[config.mk]
export PLATFORM = sky130hd
export DESIGN_NAME = miner_job_dispatcher_flat
export DESIGN_NICKNAME = d
export VERILOG_FILES = /design/src/rtl/miner_job_dispatcher_if.sv /design/src/rtl/miner_job_dispatcher.sv /design/src/flat_wrapper.sv
export SDC_FILE = /design/constraint.sdc
export NUM_CORES = 2
export LEC_CHECK = 0
export CAP_MARGIN = 20
export CORE_ASPECT_RATIO = 0.5
export CORE_MARGIN = 5
export CORE_UTILIZATION = 33
export DETAILED_ROUTE_END_ITERATION = 6
export PLACE_DENSITY = 0.58
export SYNTH_ARGS = -nofsm -noshare
export SYNTH_HDL_FRONTEND = slang
export SYNTH_SLANG_ARGS = --single-unit
[constraint.sdc]
create_clock -name hash_clk -period 6.53 [get_ports hash_clk]
set_clock_uncertainty 0.15 [all_clocks]
set_input_delay 1.6325 -clock hash_clk [delete_from_list [all_inputs] [get_ports hash_clk]]
set_output_delay 1.6325 -clock hash_clk [all_outputs]
set_load 0.01 [all_outputs]
[src/rtl/miner_job_dispatcher_if.sv]
`default_nettype none
// ============================================================================
//  Module      : miner_job_dispatcher_if
//  Description : Signal bundle around the mining job dispatcher.
//                Job channel   : job_valid/job_ready handshake carrying
//                                midstate, header tail, nonce range and tag.
//                Core channel  : midstate_vw, work_data, nonce_min/max and
//                                core_reset towards the SHA-256d core;
//                                is_golden_ticket/golden_nonce back from it.
//                Result channel: res_valid/res_ready handshake carrying
//                                res_found, res_nonce, res_job_id; plus busy.
//                Modport slave  = the dispatcher.
//                Modport master = its environment (job source, core and
//                                 result sink).
//  Revision    : 1.0 - initial release
// ============================================================================
interface miner_job_dispatcher_if;
    // job channel
    logic         job_valid;
    logic         job_ready;
    logic [255:0] job_midstate;
    logic [95:0]  job_data;
    logic [31:0]  job_nonce_min;
    logic [31:0]  job_nonce_max;
    logic [7:0]   job_id;
    // core channel
    logic [255:0] midstate_vw;
    logic [95:0]  work_data;
    logic [31:0]  nonce_min;
    logic [31:0]  nonce_max;
    logic         core_reset;
    logic         is_golden_ticket;
    logic [31:0]  golden_nonce;
    // result channel
    logic         res_valid;
    logic         res_ready;
    logic         res_found;
    logic [31:0]  res_nonce;
    logic [7:0]   res_job_id;
    logic         busy;

    modport slave (
        input  job_valid, job_midstate, job_data, job_nonce_min,
               job_nonce_max, job_id, is_golden_ticket, golden_nonce,
               res_ready,
        output job_ready, midstate_vw, work_data, nonce_min, nonce_max,
               core_reset, res_valid, res_found, res_nonce, res_job_id, busy
    );

    modport master (
        output job_valid, job_midstate, job_data, job_nonce_min,
               job_nonce_max, job_id, is_golden_ticket, golden_nonce,
               res_ready,
        input  job_ready, midstate_vw, work_data, nonce_min, nonce_max,
               core_reset, res_valid, res_found, res_nonce, res_job_id, busy
    );
endinterface
`default_nettype wire

[src/rtl/miner_job_dispatcher.sv]
`default_nettype none
// ============================================================================
//  Module      : miner_job_dispatcher
//  Description : Double-buffered job dispatcher in front of a SHA-256d
//                mining core. Holds one active job (driven to the core) and
//                one pending job, launches each job with a one-cycle
//                core_reset pulse, then ends it either on the golden-ticket
//                flag (after the pipeline-fill blank window) or when the
//                nonce-range cycle budget is used up, and reports one result
//                per job.
//  Ports       : hash_clk - clock, rising edge
//                reset_n  - synchronous active-low reset
//                bus      - miner_job_dispatcher_if.slave (job, core and
//                           result channels, busy)
//  Parameters  : LOOP_LOG2 - core unroll setting, LOOP = 1 << LOOP_LOG2
//                BLANK     - cycles after launch with golden flag ignored
//  Revision    : 1.0 - initial release
// ============================================================================
module miner_job_dispatcher #(
    parameter int LOOP_LOG2 = 1,
    parameter int BLANK     = 128
) (
    input  logic                    hash_clk,
    input  logic                    reset_n,
    miner_job_dispatcher_if.slave   bus
);

    localparam logic [2:0] S_IDLE    = 3'd0;
    localparam logic [2:0] S_START   = 3'd1;
    localparam logic [2:0] S_RUN     = 3'd2;
    localparam logic [2:0] S_CAPTURE = 3'd3;
    localparam logic [2:0] S_REPORT  = 3'd4;

    localparam logic [39:0] BLANK_W = 40'(BLANK);

    logic [2:0]   state_q, state_d;

    // active job (drives the core)
    logic [255:0] act_mid_q;
    logic [95:0]  act_data_q;
    logic [31:0]  act_min_q;
    logic [31:0]  act_max_q;
    logic [7:0]   act_id_q;

    // pending job
    logic [255:0] pend_mid_q;
    logic [95:0]  pend_data_q;
    logic [31:0]  pend_min_q;
    logic [31:0]  pend_max_q;
    logic [7:0]   pend_id_q;
    logic         pend_valid_q;

    logic [39:0]  run_cnt_q;
    logic [39:0]  budget_q;
    logic         res_found_q;
    logic [31:0]  res_nonce_q;

    logic         w_accept;
    logic         w_load_job;
    logic         w_load_pend;
    logic         w_pend_write;
    logic [39:0]  w_span;
    logic [39:0]  w_budget;
    logic         w_hit;

    assign w_accept     = bus.job_valid & ~pend_valid_q;
    // Outside IDLE every accepted job is parked in the pending slot.
    assign w_pend_write = w_accept & (state_q != S_IDLE);

    // Range size wraps modulo 2^32 and is then widened, so the full range
    // 0..FFFFFFFF yields 2^32 nonces without overflowing the 40-bit budget.
    assign w_span   = {8'd0, (act_max_q - act_min_q)} + 40'd1;
    assign w_budget = (w_span << LOOP_LOG2) + BLANK_W + 40'd2;

    assign w_hit = (bus.golden_nonce >= act_min_q) &&
                   (bus.golden_nonce <= act_max_q);

    // ------------------------------------------------------------------
    // State and datapath registers
    // ------------------------------------------------------------------
    always_ff @(posedge hash_clk) begin
        if (!reset_n) begin
            state_q      <= S_IDLE;
            act_mid_q    <= '0;
            act_data_q   <= '0;
            act_min_q    <= '0;
            act_max_q    <= '0;
            act_id_q     <= '0;
            pend_mid_q   <= '0;
            pend_data_q  <= '0;
            pend_min_q   <= '0;
            pend_max_q   <= '0;
            pend_id_q    <= '0;
            pend_valid_q <= 1'b0;
            run_cnt_q    <= '0;
            budget_q     <= '0;
            res_found_q  <= 1'b0;
            res_nonce_q  <= '0;
        end else begin
            state_q <= state_d;

            if (w_load_job) begin
                act_mid_q  <= bus.job_midstate;
                act_data_q <= bus.job_data;
                act_min_q  <= bus.job_nonce_min;
                act_max_q  <= bus.job_nonce_max;
                act_id_q   <= bus.job_id;
            end else if (w_load_pend) begin
                act_mid_q  <= pend_mid_q;
                act_data_q <= pend_data_q;
                act_min_q  <= pend_min_q;
                act_max_q  <= pend_max_q;
                act_id_q   <= pend_id_q;
            end

            // A write needs an empty slot, so it never collides with the
            // slot being drained into the active registers.
            if (w_pend_write) begin
                pend_mid_q   <= bus.job_midstate;
                pend_data_q  <= bus.job_data;
                pend_min_q   <= bus.job_nonce_min;
                pend_max_q   <= bus.job_nonce_max;
                pend_id_q    <= bus.job_id;
                pend_valid_q <= 1'b1;
            end else if (w_load_pend) begin
                pend_valid_q <= 1'b0;
            end

            if (state_q == S_START) begin
                run_cnt_q <= '0;
                budget_q  <= w_budget;
            end else if (state_q == S_RUN) begin
                run_cnt_q <= run_cnt_q + 40'd1;
            end

            if (state_q == S_CAPTURE) begin
                res_found_q <= w_hit;
                res_nonce_q <= w_hit ? bus.golden_nonce : 32'd0;
            end else if ((state_q == S_RUN) && (state_d == S_REPORT)) begin
                res_found_q <= 1'b0;
                res_nonce_q <= 32'd0;
            end
        end
    end

    // ------------------------------------------------------------------
    // Next-state logic
    // ------------------------------------------------------------------
    always_comb begin
        state_d     = state_q;
        w_load_job  = 1'b0;
        w_load_pend = 1'b0;
        case (state_q)
            S_IDLE: begin
                // A job parked during the last REPORT handshake goes first.
                if (pend_valid_q) begin
                    w_load_pend = 1'b1;
                    state_d     = S_START;
                end else if (w_accept) begin
                    w_load_job = 1'b1;
                    state_d    = S_START;
                end
            end
            S_START: state_d = S_RUN;
            S_RUN: begin
                // Golden flag has priority over budget expiry.
                if ((run_cnt_q >= BLANK_W) && bus.is_golden_ticket) begin
                    state_d = S_CAPTURE;
                end else if (run_cnt_q == (budget_q - 40'd1)) begin
                    state_d = S_REPORT;
                end
            end
            S_CAPTURE: state_d = S_REPORT;
            S_REPORT: begin
                if (bus.res_ready) begin
                    if (pend_valid_q) begin
                        w_load_pend = 1'b1;
                        state_d     = S_START;
                    end else begin
                        state_d = S_IDLE;
                    end
                end
            end
            default: state_d = S_IDLE;
        endcase
    end

    // ------------------------------------------------------------------
    // Outputs
    // ------------------------------------------------------------------
    always_comb begin
        bus.job_ready   = ~pend_valid_q;
        bus.midstate_vw = act_mid_q;
        bus.work_data   = act_data_q;
        bus.nonce_min   = act_min_q;
        bus.nonce_max   = act_max_q;
        bus.core_reset  = (state_q == S_START);
        bus.res_valid   = (state_q == S_REPORT);
        bus.res_found   = res_found_q;
        bus.res_nonce   = res_nonce_q;
        bus.res_job_id  = act_id_q;
        bus.busy        = (state_q != S_IDLE);
    end

endmodule
`default_nettype wire
[src/flat_wrapper.sv]
// flat-port wrapper written by rule: the top's interface ports become plain ports
module miner_job_dispatcher_flat 
#(
    parameter int LOOP_LOG2 = 1,
    parameter int BLANK     = 128
)
  (hash_clk, reset_n, bus_job_valid, bus_job_midstate, bus_job_data, bus_job_nonce_min, bus_job_nonce_max, bus_job_id, bus_is_golden_ticket, bus_golden_nonce, bus_res_ready, bus_job_ready, bus_midstate_vw, bus_work_data, bus_nonce_min, bus_nonce_max, bus_core_reset, bus_res_valid, bus_res_found, bus_res_nonce, bus_res_job_id, bus_busy);
  miner_job_dispatcher_if bus_i ();
  input  logic hash_clk;
  input  logic reset_n;
  input wire logic [$bits(bus_i.job_valid)-1:0] bus_job_valid;
  input wire logic [$bits(bus_i.job_midstate)-1:0] bus_job_midstate;
  input wire logic [$bits(bus_i.job_data)-1:0] bus_job_data;
  input wire logic [$bits(bus_i.job_nonce_min)-1:0] bus_job_nonce_min;
  input wire logic [$bits(bus_i.job_nonce_max)-1:0] bus_job_nonce_max;
  input wire logic [$bits(bus_i.job_id)-1:0] bus_job_id;
  input wire logic [$bits(bus_i.is_golden_ticket)-1:0] bus_is_golden_ticket;
  input wire logic [$bits(bus_i.golden_nonce)-1:0] bus_golden_nonce;
  input wire logic [$bits(bus_i.res_ready)-1:0] bus_res_ready;
  output wire logic [$bits(bus_i.job_ready)-1:0] bus_job_ready;
  output wire logic [$bits(bus_i.midstate_vw)-1:0] bus_midstate_vw;
  output wire logic [$bits(bus_i.work_data)-1:0] bus_work_data;
  output wire logic [$bits(bus_i.nonce_min)-1:0] bus_nonce_min;
  output wire logic [$bits(bus_i.nonce_max)-1:0] bus_nonce_max;
  output wire logic [$bits(bus_i.core_reset)-1:0] bus_core_reset;
  output wire logic [$bits(bus_i.res_valid)-1:0] bus_res_valid;
  output wire logic [$bits(bus_i.res_found)-1:0] bus_res_found;
  output wire logic [$bits(bus_i.res_nonce)-1:0] bus_res_nonce;
  output wire logic [$bits(bus_i.res_job_id)-1:0] bus_res_job_id;
  output wire logic [$bits(bus_i.busy)-1:0] bus_busy;
  assign bus_i.job_valid = bus_job_valid;
  assign bus_i.job_midstate = bus_job_midstate;
  assign bus_i.job_data = bus_job_data;
  assign bus_i.job_nonce_min = bus_job_nonce_min;
  assign bus_i.job_nonce_max = bus_job_nonce_max;
  assign bus_i.job_id = bus_job_id;
  assign bus_i.is_golden_ticket = bus_is_golden_ticket;
  assign bus_i.golden_nonce = bus_golden_nonce;
  assign bus_i.res_ready = bus_res_ready;
  assign bus_job_ready = bus_i.job_ready;
  assign bus_midstate_vw = bus_i.midstate_vw;
  assign bus_work_data = bus_i.work_data;
  assign bus_nonce_min = bus_i.nonce_min;
  assign bus_nonce_max = bus_i.nonce_max;
  assign bus_core_reset = bus_i.core_reset;
  assign bus_res_valid = bus_i.res_valid;
  assign bus_res_found = bus_i.res_found;
  assign bus_res_nonce = bus_i.res_nonce;
  assign bus_res_job_id = bus_i.res_job_id;
  assign bus_busy = bus_i.busy;
  miner_job_dispatcher #(.LOOP_LOG2(LOOP_LOG2), .BLANK(BLANK)) u_core (.hash_clk(hash_clk), .reset_n(reset_n), .bus(bus_i));
endmodule
==> metrics.yaml <==
logic_synthesis:
  mapped_area_mm2: 0.0431
  ff_latch_count_synth: 959
  synth_warnings: 0
  synth.net_count: 6183
  synth_largest_type_area_fraction_pct: 44.5
  ys_seq_area_share_pct: 44.5
  synth_common_cells: "sky130_fd_sc_hd__nand2_1 (1761), sky130_fd_sc_hd__dfxtp_1 (959), sky130_fd_sc_hd__nor2_1 (546), sky130_fd_sc_hd__a21oi_1 (513), sky130_fd_sc_hd__clkbuf_1 (411)"
  synth_largest_area_cell: "sky130_fd_sc_hd__dfxtp_1"
  synth_most_common_cell: "sky130_fd_sc_hd__nand2_1"
  post_synth_edffs: 0
  primary_flip_flop_cell_chosen_by_synthesis_mapping: "sky130_fd_sc_hd__dfxtp_1"
  synth_top_cells_by_area: "sky130_fd_sc_hd__dfxtp_1 (45%), sky130_fd_sc_hd__nand2_1 (15%), sky130_fd_sc_hd__a311oi_1 (7.4%)"
  asyncSetResetFlopFracSynth_pct: 0
  synth_cell_types: 92
  synth_area_per_cell_um2: 7.67
  synthesis.instances: 5621
routing:
  avgRoutedWirePerCell_um: 22.4
  initialDrtViolationCount: 3748
  postRouteWirelength_um: 181000
  met1Wirelength_um: 74500
  met3_wirelength_um: 9800
  vias: 43200
  routed-wl-met2_um: 87300
  drc_violations_left: 22
  route.antenna.remaining_nets: 0
  top_layer_used: "met5"
  drtPass1Iterations: 7
  detail_route.vias_per_cell: 5.34
clocking:
  clkTransAtPathRegs_ns: 0.07
  cts_max_level: 3
  cts_tree: "built"
  cts_num_sinks: 959
  cts_buffers: 93
  holdBufCountCts: 0
  cts.repair.resized: 0
  clk_latency_ns: 0.72
  post_cts_buffers: 0
  ctsLongestPathBuffers: 3
  clock_tree.root_cell: "sky130_fd_sc_hd__clkbuf_16"
die:
  floorplan.io_pins: 922
  chipWidth_um: 521
  rows: 93
  floorplan.die_area_mm2: 0.138
  design.core.area_mm2: 0.129
  start_util_pct: 33.4
  die_height_um: 266
timing:
  max_freq_ghz: 0.187
  timing.slew.headroom_pct: 28.0
  worstMarginPinSlew_ns: 1.08
  post_layout_minimum_cycle_time_ns: 5.34
  finalSetupViolCount: 0
  post-route-period-util_pct: 81.8
  fin_setup_tns_ns: 0
  finalWorstSetupSlack_ns: 1.19
  drv_slew: 0
  grt_setup_unrepaired: "false"
  finalHoldViolCount: 0
outcome:
  run_status: "finished with violations"
  violations: "DRC"
setup_path:
  path_cells: "ha_1 -> inv_1 -> fa_1 -> a211oi_2 -> o21ai_1 -> o21ai_1 -> a21oi_1 -> or3b_1 -> nor4_2 -> nand4_1 -> xor2_1 -> or4b_4 -> or3_4 -> or4_1 -> nand3_1"
  path_delay_family: "simple AND/OR/NAND/NOR gates"
  cp_data_arrival_time_ns: 5.83
  critical-path-top-cell-by-count: "sky130_fd_sc_hd__o21ai_1"
  crit_buf_inv: 1
  cp_max_fo: 5
  crit_path_start_kind: "flip-flop"
  critical_path.slowest_cell: "sky130_fd_sc_hd__or4b_4"
  critical_path_class: "reg -> reg"
  cp_data_required_time_ns: 7.02
  worst_path_largest_cell_delay_ns: 0.57
  cp-end-kind: "flip-flop"
power_and_ir_drop:
  power.density_cell_area_mw_per_mm2: 351
  p_total_mw: 20.0
  max_rail_drop_vdd_mv: 0.201
  leakage_nw: 19.8
placement:
  place_hpwl_um: 131000
  pre_cts_ws_ns: 1.21
  numPortBuffers: 921
  gp_congestion: 0.970
grt:
  overflow: 0
  global_route_wire_length_before_repair_um: 264000
  track_usage_pct: 24.6
  antenna_violations_before_repair: 51
  grt_pass1_vias: 40600
  grt_max_degree: 172
flow_run:
  number_of_maximum_capacitance_constraint_violations: 0
cells_and_area:
  synthToLayoutAreaGrowth_pct: 32.1
  final_layout_fill_cell_count: 12800
  multiInputGateArea_mm2: 0.0220
  layout.nets: 6829
  register_area_mm2: 0.0192
  fraction_of_final_layout_cells_with_drive_strength_greater_than_1_pct: 4.01
hold_path:
  hold_path.class: "reg -> reg"
metal layers:
layer / up-vias / track usage (%)
met4: 4 / 13.5
met5: - / 0
met1: 20900 / 30.4
li1: 20600 / -
met3: 369 / 4.38
met2: 1352 / 40.8
cell families after synthesis:
family / synth area share (%)
multiplexers: 0.273
adder cells (fa/ha/maj): 2.95
AO/OA/AOI/OAI: 19.8
buffers and inverters: 4.51
XOR/XNOR: 2.88
AND/OR/NAND/NOR: 25.0
flip-flops: 44.5
worst reg2reg max path, delay by kind of cell (launching register included):
family	cells	cell delay [ns]
flip-flops	1	0.40
adder cells (fa/ha/maj)	2	0.61
buffers and inverters	1	0.06
AO/OA/AOI/OAI	4	1.06
AND/OR/NAND/NOR	7	2.80
XOR/XNOR	1	0.22
sequential cells by signal, indices dropped and copies added (netlist names), 3 cells and up:
name / flops
u_core.bus.midstate_vw: 256
u_core.pend_mid_q: 256
u_core.bus.work_data: 96
u_core.pend_data_q: 96
u_core.run_cnt_q: 40
u_core.budget_q: 34
u_core.bus.nonce_max: 32
u_core.bus.nonce_min: 32
u_core.bus.res_nonce: 32
u_core.pend_max_q: 32
u_core.pend_min_q: 32
u_core.bus.res_job_id: 8
u_core.pend_id_q: 8
u_core.state_q: 3
cell usage in the layout, fill, tap and decap left out, drive strengths merged, types with 19 or more instances in the layout:
cell type      instances
nand2               1761
dfxtp                959
clkdlybuf4s50        920
nor2                 546
a21oi                513
a311oi               364
clkbuf               131
o21ai                127
ha                   100
inv                   87
xnor2                 81
o211ai                73
nand3                 62
buf                   61
xor2                  60
diode                 46
nor3                  39
nand4                 39
a32o                  32
a21o                  31
nor4                  27
and3                  26
or3                   24
nand2b                20
clkinv                20
a211oi                19
power by group:
part | internal, mW | switching [mW]
logic | 2.79 | 4.24
registers | 6.59 | 0.542
clock network | 3.27 | 2.57
final cells by class:
type | count | share of cell area [%]
Antenna cell | 46 | 0.202
Clock buffer | 131 | 4.60
Clock inverter | 36 | 1.05
Inverter | 83 | 0.560
Multi-Input combinational cell | 4149 | 38.6
Sequential cell | 959 | 33.7
Tap cell | 1710 | 3.76
Timing Repair Buffer | 981 | 17.5
metrics by stage:
| step | area [µm²] | utilization (%) | hold slack, ns | std cells |
|---|---|---|---|---|
| after floorplan | 43100 | - | 0.287 | 5621 |
| after global placement | 53600 | 41.5 | 0.291 | 7882 |
| after detailed placement | 53600 | 41.5 | 0.297 | 7882 |
| after CTS | 56800 | 44.0 | 0.306 | 8049 |
| after global routing | 56900 | 44.1 | 0.318 | 8094 |
| final | 56900 | 44.1 | 0.304 | 8095 |
path summary, 6_finish.rpt:
kind                           start                    to  slack [ns]  cells past startpoint
min reg2reg     u_core.pend_mid_q[0]  u_core.pend_mid_q[0]        0.30                      2
max          u_core.bus.nonce_min[0]   u_core.budget_q[30]        1.19                     15
max reg2reg  u_core.bus.nonce_min[0]   u_core.budget_q[30]        1.19                     15
min             u_core.pend_mid_q[0]  u_core.pend_mid_q[0]        0.30                      2
(Power assumes the default switching activity.)
